`config.mk`:
```
export PLATFORM = sky130hd
export DESIGN_NAME = multicycle_main_control
export DESIGN_NICKNAME = d
export VERILOG_FILES = /design/src/rtl/multicycle_main_control.sv
export SDC_FILE = /design/constraint.sdc
export NUM_CORES = 1
export LEC_CHECK = 0
export ABC_AREA = 1
export CAP_MARGIN = 40
export CORE_UTILIZATION = 50
export DETAILED_ROUTE_END_ITERATION = 8
export PLACE_DENSITY = 0.83
export SLEW_MARGIN = 20
export SYNTH_ARGS = -nofsm -noshare
export SYNTH_HDL_FRONTEND = slang
export SYNTH_SLANG_ARGS = --single-unit
```
`constraint.sdc`:
```
create_clock -name i_clk -period 3.1 [get_ports i_clk]
set_input_delay 0.31 -clock i_clk [delete_from_list [all_inputs] [get_ports i_clk]]
set_output_delay 0.31 -clock i_clk [all_outputs]
set_load 0.1 [all_outputs]
```
`src/rtl/multicycle_main_control.sv`:
```
// Multi-cycle RV32I main control FSM with memory-timeout and illegal-opcode traps.
// Optional retired-instruction counter o_InstrRet: define MAIN_CTRL_PERF_CNT_EN.
module multicycle_main_control #(
  parameter int ALUOP_W     = 3,
  parameter int MEM_TIMEOUT = 15,
  parameter int WAIT_W      = 4
) (
  input  logic               i_clk,
  input  logic               i_rst_n,
  input  logic [6:0]         i_OPCode,
  input  logic               i_MemReady,
  output logic               o_PCWrite,
  output logic               o_IRWrite,
  output logic               o_IorD,
  output logic               o_Branch,
  output logic               o_MemRead,
  output logic               o_MemWrite,
  output logic [1:0]         o_MemToReg,
  output logic [ALUOP_W-1:0] o_ALUOp,
  output logic [1:0]         o_ALUSrcA,
  output logic [1:0]         o_ALUSrcB,
  output logic               o_RegWrite,
  output logic               o_IllegalInstr,
  output logic               o_BusErr
`ifdef MAIN_CTRL_PERF_CNT_EN
  ,
  output logic [31:0]        o_InstrRet
`endif
);

  typedef enum logic [2:0] {
    S_IDLE, S_FETCH, S_DECODE, S_EXEC,
    S_MEM, S_WB, S_TRAP
  } state_t;

  localparam logic [6:0] OP_R     = 7'b0110011;
  localparam logic [6:0] OP_I     = 7'b0010011;
  localparam logic [6:0] OP_LD    = 7'b0000011;
  localparam logic [6:0] OP_ST    = 7'b0100011;
  localparam logic [6:0] OP_BR    = 7'b1100011;
  localparam logic [6:0] OP_JAL   = 7'b1101111;
  localparam logic [6:0] OP_JALR  = 7'b1100111;
  localparam logic [6:0] OP_LUI   = 7'b0110111;
  localparam logic [6:0] OP_AUIPC = 7'b0010111;

  localparam logic [ALUOP_W-1:0] ALU_ADD = ALUOP_W'(0);
  localparam logic [ALUOP_W-1:0] ALU_BR  = ALUOP_W'(1);
  localparam logic [ALUOP_W-1:0] ALU_R   = ALUOP_W'(2);
  localparam logic [ALUOP_W-1:0] ALU_I   = ALUOP_W'(3);
  localparam logic [ALUOP_W-1:0] ALU_B   = ALUOP_W'(4);

  state_t            r_state;
  state_t            w_next;
  logic [6:0]        r_opcode;
  logic [WAIT_W-1:0] r_wait;
  logic [WAIT_W-1:0] w_wait_inc;
  logic              r_illegal;
  logic              r_buserr;
  logic              w_known;
  logic              w_waiting;
  logic              w_timeout;
  logic              w_retire;

  logic w_r, w_i, w_ld, w_st, w_br;
  logic w_jal, w_jalr, w_lui, w_auipc;

  assign w_r     = (r_opcode == OP_R);
  assign w_i     = (r_opcode == OP_I);
  assign w_ld    = (r_opcode == OP_LD);
  assign w_st    = (r_opcode == OP_ST);
  assign w_br    = (r_opcode == OP_BR);
  assign w_jal   = (r_opcode == OP_JAL);
  assign w_jalr  = (r_opcode == OP_JALR);
  assign w_lui   = (r_opcode == OP_LUI);
  assign w_auipc = (r_opcode == OP_AUIPC);

  assign w_known = (i_OPCode == OP_R)   || (i_OPCode == OP_I)
                || (i_OPCode == OP_LD)  || (i_OPCode == OP_ST)
                || (i_OPCode == OP_BR)  || (i_OPCode == OP_JAL)
                || (i_OPCode == OP_JALR)|| (i_OPCode == OP_LUI)
                || (i_OPCode == OP_AUIPC);

  // The limit is hit on the edge where the count would reach MEM_TIMEOUT.
  assign w_waiting  = (r_state == S_FETCH || r_state == S_MEM)
                   && !i_MemReady;
  assign w_wait_inc = r_wait + 1'b1;
  assign w_timeout  = (MEM_TIMEOUT != 0) && w_waiting
                   && (w_wait_inc == WAIT_W'(MEM_TIMEOUT));

  assign w_retire = (w_next == S_FETCH)
                 && (r_state == S_WB || r_state == S_EXEC
                     || r_state == S_MEM);

  // State, latched opcode, wait counter and sticky trap flags.
  always_ff @(posedge i_clk or negedge i_rst_n) begin
    if (!i_rst_n) begin
      r_state   <= S_IDLE;
      r_opcode  <= '0;
      r_wait    <= '0;
      r_illegal <= 1'b0;
      r_buserr  <= 1'b0;
    end else begin
      r_state <= w_next;
      if (r_state == S_DECODE) r_opcode <= i_OPCode;
      r_wait <= w_waiting ? w_wait_inc : '0;
      if (r_state == S_DECODE && !w_known) r_illegal <= 1'b1;
      if (w_timeout) r_buserr <= 1'b1;
    end
  end

  // Next-state sequencing.
  always_comb begin
    w_next = r_state;
    unique case (r_state)
      S_IDLE:   w_next = S_FETCH;
      S_FETCH: begin
        if (i_MemReady)     w_next = S_DECODE;
        else if (w_timeout) w_next = S_TRAP;
      end
      S_DECODE: w_next = w_known ? S_EXEC : S_TRAP;
      S_EXEC: begin
        unique case (1'b1)
          w_ld, w_st: w_next = S_MEM;
          w_br:       w_next = S_FETCH;
          default:    w_next = S_WB;
        endcase
      end
      S_MEM: begin
        if (i_MemReady)     w_next = w_ld ? S_WB : S_FETCH;
        else if (w_timeout) w_next = S_TRAP;
      end
      S_WB:     w_next = S_FETCH;
      S_TRAP:   w_next = S_TRAP;
      default:  w_next = S_IDLE;
    endcase
  end

  // Datapath strobes decoded from state and latched opcode.
  always_comb begin
    o_PCWrite  = 1'b0;
    o_IRWrite  = 1'b0;
    o_IorD     = 1'b0;
    o_Branch   = 1'b0;
    o_MemRead  = 1'b0;
    o_MemWrite = 1'b0;
    o_MemToReg = 2'b00;
    o_ALUOp    = ALU_ADD;
    o_ALUSrcA  = 2'b00;
    o_ALUSrcB  = 2'b00;
    o_RegWrite = 1'b0;
    unique case (r_state)
      S_FETCH: begin
        o_MemRead = 1'b1;
        if (i_MemReady) begin
          o_IRWrite = 1'b1;
          o_PCWrite = 1'b1;
          o_ALUSrcB = 2'b10;
        end
      end
      S_EXEC: begin
        unique case (1'b1)
          w_r: begin
            o_ALUSrcA = 2'b01;
            o_ALUOp   = ALU_R;
          end
          w_i: begin
            o_ALUSrcA = 2'b01;
            o_ALUSrcB = 2'b01;
            o_ALUOp   = ALU_I;
          end
          w_ld, w_st: begin
            o_ALUSrcA = 2'b01;
            o_ALUSrcB = 2'b01;
          end
          w_br: begin
            o_ALUSrcA = 2'b01;
            o_ALUOp   = ALU_BR;
            o_Branch  = 1'b1;
          end
          w_jal: begin
            o_ALUSrcB = 2'b01;
            o_PCWrite = 1'b1;
          end
          w_jalr: begin
            o_ALUSrcA = 2'b01;
            o_ALUSrcB = 2'b01;
            o_PCWrite = 1'b1;
          end
          w_lui: begin
            o_ALUSrcA = 2'b10;
            o_ALUSrcB = 2'b01;
            o_ALUOp   = ALU_B;
          end
          w_auipc: o_ALUSrcB = 2'b01;
          default: ;
        endcase
      end
      S_MEM: begin
        o_IorD     = 1'b1;
        o_MemRead  = w_ld;
        o_MemWrite = w_st;
      end
      S_WB: begin
        o_RegWrite = 1'b1;
        if (w_ld)               o_MemToReg = 2'b01;
        else if (w_jal||w_jalr) o_MemToReg = 2'b10;
      end
      default: ;
    endcase
  end

  assign o_IllegalInstr = r_illegal;
  assign o_BusErr       = r_buserr;

`ifdef MAIN_CTRL_PERF_CNT_EN
  logic [31:0] r_instret;

  // Count instructions retiring back into FETCH.
  always_ff @(posedge i_clk or negedge i_rst_n) begin
    if (!i_rst_n)      r_instret <= '0;
    else if (w_retire) r_instret <= r_instret + 32'd1;
  end

  assign o_InstrRet = r_instret;
`else
  logic w_unused;
  assign w_unused = w_retire;
`endif

endmodule

```
======== Word-level counts from Yosys, hierarchy flattened ========
Cells that the tools add are included.
storage, ports and cells
  register bits ........................... 16
  input port bits ......................... 10
  output and inout bits ................... 18
  logic and storage cells ................. 80
cells by class
  add/sub/neg operators ................... 1
  eq/ne operators ......................... 25
  mux-type cells .......................... 28
  reductions and logical operators ........ 21
operators by type and width
  kind                                           number
  == test 7 x 6 -> 1 bit, second input constant  6
  == test 7 bit, second input constant           6
  == test 7 x 5 -> 1 bit, second input constant  4
  two-way mux 3 bit                              6
  case mux 3 bit (6 select lines)                1
  == test 7 x 2 -> 1 bit, second input constant  2
  case mux 3 bit (4 select lines)                1
  logical OR 1 bit                               10
  two-way mux 2 bit                              5
  == test 3 bit, second input constant           3
  two-way mux 1 bit                              9
  case mux 2 bit (2 select lines)                2
  OR reduction 7 bit                             1
  == test 3 x 2 -> 1 bit, second input constant  2
  case mux 3 bit (2 select lines)                1
  OR reduction 2 bit                             3
  OR reduction 6 bit                             1
  adder 4 x 1 -> 4 bit, second input constant    1
  == test 4 bit, second input constant           1
  two-way mux 4 bit                              1
  case mux 1 bit (2 select lines)                2
  == test 3 x 1 -> 1 bit, second input constant  1
  logical AND 1 bit                              3
  zero test 3 bit                                1
  zero test 1 bit                                2

======== Longest topological paths before layout ========
Gate-level depths: netlist of the first run.
  depth in word-level cells ............... 11
  depth in mapped cells ................... 10
  depth with buffers taken out ............ 10

======== Worst setup path after synthesis of the first run ========
No wires, ideal clock.
  path kind ............................... register to output
  from .................................... register r_state[1]
  to ...................................... output port o_MemRead
  arrival ................................. 4.068 ns
  required time ........................... 2.790 ns
  path slack .............................. -1.278 ns
  stages on the path, launching flop included .. 4
  path buffers ............................ 0
  cells stage by stage .................... dfrtp_1 -> nor3_2 -> inv_1 -> o21ai_0
on the way
  longest elaborated chain between the ends .. 2
  elaborated cells on any way between the ends .. 3
  classes of those cells .................. eq/ne: 2; mux: 1
RTL lines
  element                                                  RTL line  RTL
  start, declared                                          52        state_t r_state;
  start signal, assigned                                   103       r_state <= w_next;
  == test 3 bit or == test 3 x 1 -> 1 bit (tied branches)  151       unique case (r_state)
  case mux 1 bit (2 select lines) *                        151
  end, declared                                            16        output logic o_MemRead,
Every way passes the cells marked *; elsewhere a longest branch is shown, timed or not.

======== Worst setup path after layout of the first run ========
  from .................................... register r_state[2]
  to ...................................... output port o_ALUOp[0]
on the way
  longest elaborated chain between the ends .. 2
RTL lines
  element                 RTL line  RTL
  == test 3 x 2 -> 1 bit  151
  two-way mux 3 bit       151
  end, declared           19        output logic [ALUOP_W-1:0] o_ALUOp,
No other way between the ends.

==> results of run 1 <==
## state kept, by name, indices dropped and copies added (netlist names)
| signal | count |
|---|---|
| r_opcode | 7 |
| o_IllegalInstr | 1 |
| o_BusErr | 1 |
| r_state | 3 |
| r_wait | 4 |
## power by group through the flow
stage / Clock [mW] / Combinational, mW / Sequential (mW)
floorplan: 0 / 0.523 / 0.378
global placement: 0 / 0.639 / 0.372
detailed placement: 0 / 0.660 / 0.380
CTS: 0.106 / 0.663 / 0.376
global route: 0.116 / 0.722 / 0.388
finish: 0.103 / 0.662 / 0.377
## per-stage QoR
stage / instance area, µm² / TNS [ns] / hold slack [ns] / instances / power, mW
global placement: 1286 / 0 / 0.4420 / 197 / 1.012
CTS: 1339 / 0 / 0.4560 / 202 / 1.145
finish: 1339 / 0 / 0.4397 / 202 / 1.141
detailed placement: 1316 / 0 / 0.4501 / 199 / 1.040
global route: 1339 / 0 / 0.4940 / 202 / 1.226
floorplan: 1040 / -0.1388 / 0.01441 / 147 / 0.9011
## cell type report
class	count	area [µm²]	share of cell area, %
clock buffer	3	22.52	1.682
inverter	29	108.9	8.131
multi-input combinational	100	515.5	38.50
sequential	16	400.4	29.91
tap	25	31.28	2.336
timing repair buffer	29	260.3	19.44
## cells in the mapped netlist
master	instances	area share [%]
nand3b_1	1	0.74
o211ai_1	1	0.74
dfrtp_1	16	39
ha_1	2	2.5
nand3_1	8	3.9
nor3_1	3	1.5
o21ai_0	6	3.0
buf_4	2	1.5
nand2_1	41	15
nor3_2	1	0.99
o22ai_1	1	0.62
inv_2	6	2.2
nor3_4	1	1.6
nor2_2	2	1.2
a21o_1	1	0.74
nor4_2	1	1.2
nor2_4	1	1.1
a31oi_1	1	0.62
inv_1	23	8.5
a21oi_1	5	2.5
nand4_1	1	0.62
nor2_1	19	7.0
o21ai_1	2	0.99
nand3_2	1	0.99
o21bai_1	1	0.74
## worst max-delay path: cells and delay by family (launching register included)
| kind | cells | cell delay (ns) |
|---|---|---|
| simple gates | 2 | 0.36 |
| buf+inv | 3 | 0.59 |
| compound gates | 1 | 0.09 |
| flops | 1 | 0.45 |
## final timing paths
check | endpoint | slack, ns | cells after the start
worst max-delay path | o_ALUOp[0] | 1.02 | 6
worst min-delay path | r_wait[1]$_DFF_PN0_ | 0.44 | 1
worst max register to register | r_state[0]$_DFF_PN0_ | 1.38 | 7
worst min register to register | o_BusErr$_DFFE_PN0P_ | 0.46 | 2
max in group asynchronous | r_opcode[5]$_DFFE_PN0P_ | 2.22 | 1
min in group i_clk | o_BusErr$_DFFE_PN0P_ | 0.46 | 2
## layer usage
metal	part of all wire [%]	vias up	track usage [%]	routed length, µm
met1	41	482	28.33	950
met4	2.8	0	13.71	64
met2	51	45	41.67	1172
met5	0	-	0	0
met3	5.0	9	3.846	116
li1	-	521	-	-
## cells in the final DEF, fill, tap and decap left out, types with 3 or more instances in the layout
master and count:
inv_1 23, o21ai_0 5, inv_2 6, a21oi_1 5, buf_4 16, nor2_1 19
nand2_1 41, clkbuf_4 3, dfrtp_1 16, nand3_1 8, clkdlybuf4s50_1 11
## cells by family (layout without fill, tap and decap cells)
| logic type | count (synthesis) | after routing |
|---|---|---|
| flip-flops | 16 | 16 |
| buffers and inverters | 31 | 61 |
| adder cells (fa/ha/maj) | 2 | 2 |
| AO/OA/AOI/OAI | 18 | 18 |
| AND/OR/NAND/NOR | 80 | 80 |
==> results.json, run 1 <==
{
  "status": "complete, no violations",
  "hp-class": "in2async",
  "coreArea_mm2": 0.001821,
  "period_share_pct": 66.94,
  "dieArea_mm2": 0.002216,
  "p_comb_share_pct": 58.0,
  "final_nets": 191,
  "path_common_cell": "inv_2",
  "r2r-start": "r_state[0]$_DFF_PN0_",
  "clockPowerShare_pct": 9.0,
  "hpwl_um": 1803,
  "ys_seq_area_share_pct": 39.41,
  "fin_crit_ns": 2.075,
  "leakage_nw": 0.6718,
  "htreeDepth": 1,
  "avgRoutedWirePerCell_um": 11.41,
  "synth_area_per_cell_um2": 6.911,
  "ys_types": 25,
  "rows": 15,
  "start_util_pct": 55.81,
  "arrival_ns": 1.77,
  "muxShareOfSynthArea_pct": 0,
  "grt.total_usage_pct": 24.09,
  "crit_fanout": 8,
  "antenna_left": 0,
  "clk_latency_ns": 0.28,
  "cts_tree": "built",
  "cp.required_ns": 2.79,
  "slew_headroom_pct": 53.91,
  "pre_cts_ws_ns": 1.328,
  "synth-seq-cells": 16,
  "fmax_mhz": 481.9,
  "syn2layout_area_growth_pct": 31.77,
  "grt_pass1_vias": 928,
  "io_buffers": 27,
  "drc": 0,
  "grt_max_degree": 17,
  "grt-ovfl-total": 0,
  "setup_ws_ns": 1.025,
  "first_pass_iters": 4,
  "clock_skew_ns": 0.007139,
  "clock-sinks": 16,
  "path_class": "reg2out",
  "clk_transition_reported_paths_ns": 0.09,
  "wirelength_um": 2304,
  "antennaDiodeCount": 0,
  "switching_share_pct": 56.36,
  "yosys.area_share.simple_pct": 36.08,
  "pwr-share-seq_pct": 33.0,
  "synth_top_family_by_area": "simple AND/OR/NAND/NOR gates",
  "drive_above_1_share_pct": 20.34,
  "tightest_slew_ns": 0.6891,
  "cpPeakStageDelay_ns": 0.45,
  "die_y_um": 47.08,
  "numCtsBuffers": 3,
  "net-switching-power_mw": 0.6433,
  "cap_violations": 0,
  "slew_viol_final": 0,
  "cp-end-kind": "output pin",
  "yosys.area_share.adder_pct": 2.463,
  "antenna_found_initial": 0,
  "cp-startpoint": "r_state[2]$_DFF_PN0_",
  "fillerInstances": 146,
  "syn_area_mm2": 0.001016,
  "setup_viol": 0,
  "postCtsResizedCells": 0,
  "rsz0062_at_grt": "false",
  "p_per_area_mw_per_mm2": 852.5,
  "synth_xor_area_share_pct": 0,
  "synth_nets": 159,
  "place_congestion": 0.9085,
  "syn_inst": 147,
  "cp-start-kind": "flip-flop",
  "holdBufCountCts": 0,
  "ctsRootBufferMaster": "clkbuf_4",
  "routed_via_density": 5.233,
  "ys_warn_count": 0,
  "ir_drop_uv": 563.5,
  "synth-compound-area-share_pct": 9.852,
  "cts_buffer_depth": 2,
  "path_cells": "inv_2, nand3_1, inv_2, o21ai_0, nor2_1, buf_4",
  "io_pins": 28,
  "p_int_mw": 0.4980,
  "postCtsSetupBuffers": 0,
  "hold_viol": 0,
  "critPathSlowestCell": "dfrtp_1",
  "grt_pass1_wl_um": 3705,
  "dieWidth_um": 47.08,
  "vias": 1057,
  "postLayoutCoreUtil_pct": 73.54,
  "first_iter_violations": 47
}
Power figures use the tool's default switching activity.
==> run 2: changes to the inputs <==
--- a/config.mk
+++ b/config.mk
@@ -7,9 +7,9 @@
 export LEC_CHECK = 0
 export ABC_AREA = 1
 export CAP_MARGIN = 40
-export CORE_UTILIZATION = 50
+export CORE_UTILIZATION = 47
 export DETAILED_ROUTE_END_ITERATION = 8
-export PLACE_DENSITY = 0.83
+export PLACE_DENSITY = 0.78
 export SLEW_MARGIN = 20
 export SYNTH_ARGS = -nofsm -noshare
 export SYNTH_HDL_FRONTEND = slang
==> constraint.sdc (replaced) <==
create_clock -name i_clk -period 2.05 [get_ports i_clk]
set_input_delay 0.205 -clock i_clk [delete_from_list [all_inputs] [get_ports i_clk]]
set_output_delay 0.205 -clock i_clk [all_outputs]
set_load 0.1 [all_outputs]
==> run 2 against run 1 <==
  * Clock-buffer cell count up 1
  * Cell area increased by 20%
  * Hold slack got worse by 0.12 ns
  * Sequential cell count is the same
  * Combinational power up 84%
  * Utilization rose by 6.7 points
  * Cell count grew 3.5%
  * Wire length grew 8.2%
  * First-iteration DRC count decreased by 26%
  * Critical path depth rose by 2
  * Setup slack worse by 0.96 ns
  * Critical endpoint is now o_ALUSrcB[0]
  * Largest power group unchanged
==> results.json, run 2 (synthesis results as in run 1) <==
{
  "status": "complete, no violations",
  "slew_viol_final": 0,
  "grt_pass1_wl_um": 4015,
  "clockPowerShare_pct": 10.1,
  "crit_fanout": 4,
  "place_congestion": 0.9618,
  "wirelength_um": 2494,
  "grt-ovfl-total": 0,
  "reg.largest.list": "r_opcode x7, r_wait x4, r_state x3",
  "drc": 0,
  "mostFrequentLayoutCell": "nand2_1",
  "start_util_pct": 50.75,
  "hold_slack_ns": 0.3209,
  "clk_latency_ns": 0.28,
  "r2r-start": "r_wait[0]$_DFF_PN0_",
  "io_buffers": 27,
  "ir_drop_uv": 1184,
  "syn2layout_area_growth_pct": 58.13,
  "rows": 16,
  "die_y_um": 48.50,
  "largest-register": "r_opcode",
  "pwr-share-seq_pct": 28.8,
  "cts_tree": "built",
  "dieWidth_um": 48.50,
  "period_share_pct": 96.75,
  "avgRoutedWirePerCell_um": 11.93,
  "antennaDiodeCount": 0,
  "cap_violations": 0,
  "io_pins": 28,
  "cp-end-kind": "output pin",
  "setup_viol": 0,
  "largest_register_ffs": 7,
  "leakage_nw": 0.7538,
  "final_nets": 195,
  "cts_buffer_depth": 2,
  "layout_common_cells": "nand2_1, inv_1, dfrtp_1, buf_12, nor2_1",
  "dieArea_mm2": 0.002352,
  "fin_crit_ns": 1.983,
  "clock_skew_ns": 0.001015,
  "slew_headroom_pct": 56.07,
  "cp.required_ns": 1.85,
  "p_per_area_mw_per_mm2": 1239,
  "r2r_cells": 9,
  "grt_pass1_vias": 943,
  "vias": 1067,
  "htreeDepth": 1,
  "routed_via_density": 5.105,
  "arrival_ns": 1.78,
  "p_comb_share_pct": 61.1,
  "first_iter_violations": 35,
  "hold_viol": 0,
  "numCtsBuffers": 3,
  "hpwl_um": 1931,
  "ctsRootBufferMaster": "clkbuf_4",
  "r2r-end": "r_state[0]$_DFF_PN0_",
  "net-switching-power_mw": 1.055,
  "first_pass_iters": 4,
  "final.setup.tns_ns": 0,
  "cp-start-kind": "flip-flop",
  "postLayoutCoreUtil_pct": 80.25,
  "hp-class": "in2async",
  "clock-sinks": 16,
  "p_int_mw": 0.9361,
  "fmax_mhz": 504.2,
  "path_class": "reg2out",
  "drive_above_1_share_pct": 29.12,
  "grt_max_degree": 17,
  "antenna_found_initial": 0,
  "coreArea_mm2": 0.002002,
  "grt.total_usage_pct": 22.22,
  "r2r_setup_slack_ns": 0.62,
  "antenna_left": 0,
  "tightest_slew_ns": 0.6569,
  "finalPower_mw": 1.991,
  "switching_share_pct": 52.98,
  "clk_transition_reported_paths_ns": 0.09
}
==> run 2: power by group through the flow <==
stage               Clock, mW  Combinational [mW]  Sequential [mW]
finish                  0.201                1.22            0.573
global route            0.213                1.31            0.589
CTS                     0.204                1.19            0.566
detailed placement          0                1.18            0.572
global placement            0                1.15            0.563
floorplan                   0               0.824            0.571
==> run 2: layer usage <==
layer  wire [µm]  global-route usage, %  up-vias
li1            -                      -      539
met1        1024                  27.16      476
met2        1306                  39.67       48
met3         119                  1.572        4
met4          44                  10.78        0
met5           0                      0        -
==> run 2: repair_timing <==
| item | CTS | global route |
|---|---|---|
| endpoints found under the setup margin | 0 | 2 |
| resized for setup | 0 | 1 |
| hold buffers | 0 | 0 |
| setup buffers | 0 | 4 |
==> run 2: final cells by class <==
cell class	count	area, µm²
sequential	16	400.4
clock buffer	4	36.28
fill	123	395.4
inverter	29	108.9
multi-input combinational	100	556.8
timing repair buffer	33	470.5
tap	27	33.78
==> run 2: worst max-delay path: stages, from the launching register on <==
cell and delay (ns):
dfrtp_1 0.40, inv_1 0.11, nand2_1 0.14, nor3_1 0.20, nand3_1 0.17, o211ai_1 0.14, nand2_1 0.07, inv_1 0.09
buf_12 0.18
==> run 2: stage by stage <==
stage	setup slack, ns	instances	area, µm²
global route	-0.1310	209	1607
detailed placement	0.4258	201	1535
CTS	0.1092	205	1572
floorplan	-0.6196	147	1076
global placement	0.4614	201	1535
finish	0.06662	209	1607
==> run 2: how the worst max path moves through the flow <==
stage | cells past startpoint | end | start | slack (ns)
finish | 8 | o_ALUSrcB[0] | r_opcode[6]$_DFFE_PN0P_ | 0.07
global route | 8 | o_ALUSrcB[0] | r_opcode[6]$_DFFE_PN0P_ | -0.13
CTS | 5 | o_PCWrite | r_state[2]$_DFF_PN0_ | 0.11
detailed placement | 8 | o_ALUSrcB[0] | r_opcode[6]$_DFFE_PN0P_ | 0.43
global placement | 6 | o_ALUSrcB[0] | r_opcode[2]$_DFFE_PN0P_ | 0.46
floorplan | 4 | o_MemWrite | r_state[2]$_DFF_PN0_ | -0.62
==> run 3: changes to the inputs <==
--- a/config.mk
+++ b/config.mk
@@ -10,7 +10,9 @@
 export CORE_UTILIZATION = 47
 export DETAILED_ROUTE_END_ITERATION = 8
 export PLACE_DENSITY = 0.78
+export SKIP_LAST_GASP = 1
 export SLEW_MARGIN = 20
 export SYNTH_ARGS = -nofsm -noshare
 export SYNTH_HDL_FRONTEND = slang
 export SYNTH_SLANG_ARGS = --single-unit
+export TNS_END_PERCENT = 30
==> run 3 against run 2 <==
  * Cell area fell by 4.8%
  * Global-route usage fell by 2.2 points
  * Highest routed layer unchanged
  * Setup slack improved by 0.052 ns
  * Critical path type unchanged
  * Largest cell class unchanged
  * Utilization fell by 3.8 points
  * Register-to-register slack improved by 0.03 ns
  * Critical path depth did not move
  * Sequential cell count did not move
==> results.json, run 3 (synthesis results as in run 1) <==
{
  "status": "complete, no violations",
  "dieWidth_um": 48.50,
  "pwr-share-seq_pct": 30.4,
  "clk_transition_reported_paths_ns": 0.08,
  "rsz0062_at_grt": "true",
  "slew_viol_final": 0,
  "cts_buffer_depth": 2,
  "hold_viol": 0,
  "regArea_um2": 400.4,
  "period_share_pct": 94.21,
  "drive_above_1_share_pct": 23.30,
  "hp-class": "in2async",
  "p_comb_share_pct": 61.4,
  "grt-ovfl-total": 0,
  "cp.required_ns": 1.85,
  "clock_skew_ns": 0.006870,
  "p_per_area_mw_per_mm2": 1224,
  "path_delay_family": "simple AND/OR/NAND/NOR gates",
  "path_class": "reg2out",
  "cts_tree": "built",
  "first_pass_iters": 4,
  "coreArea_mm2": 0.002002,
  "ctsRootBufferMaster": "clkbuf_4",
  "grt.total_usage_pct": 20.00,
  "reg.largest.list": "r_opcode x7, r_wait x4, r_state x3",
  "layout_common_cells": "nand2_1, inv_1, nor2_1",
  "hpwl_um": 1834,
  "clk_latency_ns": 0.28,
  "antenna_left": 0,
  "cpPeakStageDelay_ns": 0.40,
  "largest-register": "r_opcode",
  "cap_violations": 0,
  "avgRoutedWirePerCell_um": 10.34,
  "numCtsBuffers": 3,
  "vias": 989,
  "antenna_found_initial": 0,
  "tightest_slew_ns": 0.6723,
  "ir_drop_uv": 1042,
  "fmax_mhz": 517.8,
  "final_nets": 190,
  "placed_cell_area_mm2": 0.001503,
  "start_util_pct": 50.75,
  "arrival_ns": 1.73,
  "drc": 0,
  "clock-sinks": 16,
  "multi_input_area_um2": 531.8,
  "slew_headroom_pct": 55.04,
  "fillerInstances": 147,
  "cp-start-kind": "flip-flop",
  "first_iter_violations": 18,
  "largest_register_ffs": 7,
  "final_area_mm2": 0.001530,
  "p_int_mw": 0.8659,
  "leakage_nw": 0.7199,
  "grt_pass1_wl_um": 3643,
  "die_y_um": 48.50,
  "grt_pass1_vias": 957,
  "crit_buf_inv": 3,
  "switching_share_pct": 53.77,
  "net-switching-power_mw": 1.007,
  "critPathSlowestCell": "dfrtp_1",
  "grt_max_degree": 17,
  "mostFrequentLayoutCell": "nand2_1",
  "io_buffers": 27,
  "antennaDiodeCount": 0,
  "fin_crit_ns": 1.931,
  "place_congestion": 0.9428,
  "holdBufCountCts": 0,
  "io_pins": 28,
  "crit_fanout": 4,
  "finalPower_mw": 1.873,
  "hold_slack_ns": 0.3262,
  "rows": 16,
  "path_cells": "inv_1, nand2_1, nor3_1, nand3_1, o211ai_1, nand2_1, inv_1, buf_12",
  "syn2layout_area_growth_pct": 50.62,
  "dieArea_mm2": 0.002352,
  "clockPowerShare_pct": 8.2,
  "setup_viol": 0,
  "htreeDepth": 1,
  "cp-end-kind": "output pin",
  "routed_via_density": 4.872,
  "wirelength_um": 2100
}
## run 3: routing by layer
| layer | share of wire, % | GRT usage [%] | vias up |
|---|---|---|---|
| met4 | 1.5 | 11.27 | 0 |
| met3 | 5.2 | 3.774 | 3 |
| met1 | 44 | 23.30 | 436 |
| met5 | 0 | 0 | - |
| met2 | 49 | 34.51 | 30 |
| li1 | - | - | 520 |
## run 3: final timing paths
kind	cells past startpoint	to	startpoint	slack (ns)
max	8	o_ALUSrcB[0]	r_opcode[6]$_DFFE_PN0P_	0.12
min	1	o_BusErr$_DFFE_PN0P_	i_rst_n	0.33
max reg2reg	9	r_state[0]$_DFF_PN0_	r_wait[0]$_DFF_PN0_	0.65
min reg2reg	1	o_IllegalInstr$_DFFE_PN0P_	o_IllegalInstr$_DFFE_PN0P_	0.47
max in group asynchronous	1	r_opcode[5]$_DFFE_PN0P_	i_rst_n	1.29
min in group i_clk	1	o_IllegalInstr$_DFFE_PN0P_	o_IllegalInstr$_DFFE_PN0P_	0.47
## run 3: power groups by stage
stage | Combinational, mW | Sequential, mW | Clock (mW)
floorplan | 0.804 | 0.571 | 0
global placement | 1.13 | 0.559 | 0
detailed placement | 1.15 | 0.569 | 0
CTS | 1.15 | 0.563 | 0.162
global route | 1.24 | 0.587 | 0.170
finish | 1.15 | 0.568 | 0.154
## run 3: what timing repair did
action,in CTS,in global routing
resized for setup,0,1
setup endpoints to repair,0,2
setup buffers,0,0
## run 3: per-stage QoR
step	TNS [ns]	util, %	std cells	setup WS [ns]
2_1_floorplan	-4.656	-	147	-0.6196
3_3_place_gp	0	75.06	200	0.4419
3_5_place_dp	0	75.06	200	0.3684
4_1_cts	0	76.19	203	0.04938
5_1_grt	-0.05157	76.44	203	-0.05157
6_report	0	76.44	203	0.1186
## run 3: cell type report
| cell class | instances | area share [%] |
|---|---|---|
| clock buffer | 3 | 1.472 |
| inverter | 29 | 7.114 |
| multi-input combinational | 100 | 34.75 |
| sequential | 16 | 26.17 |
| tap | 27 | 2.208 |
| timing repair buffer | 28 | 28.29 |
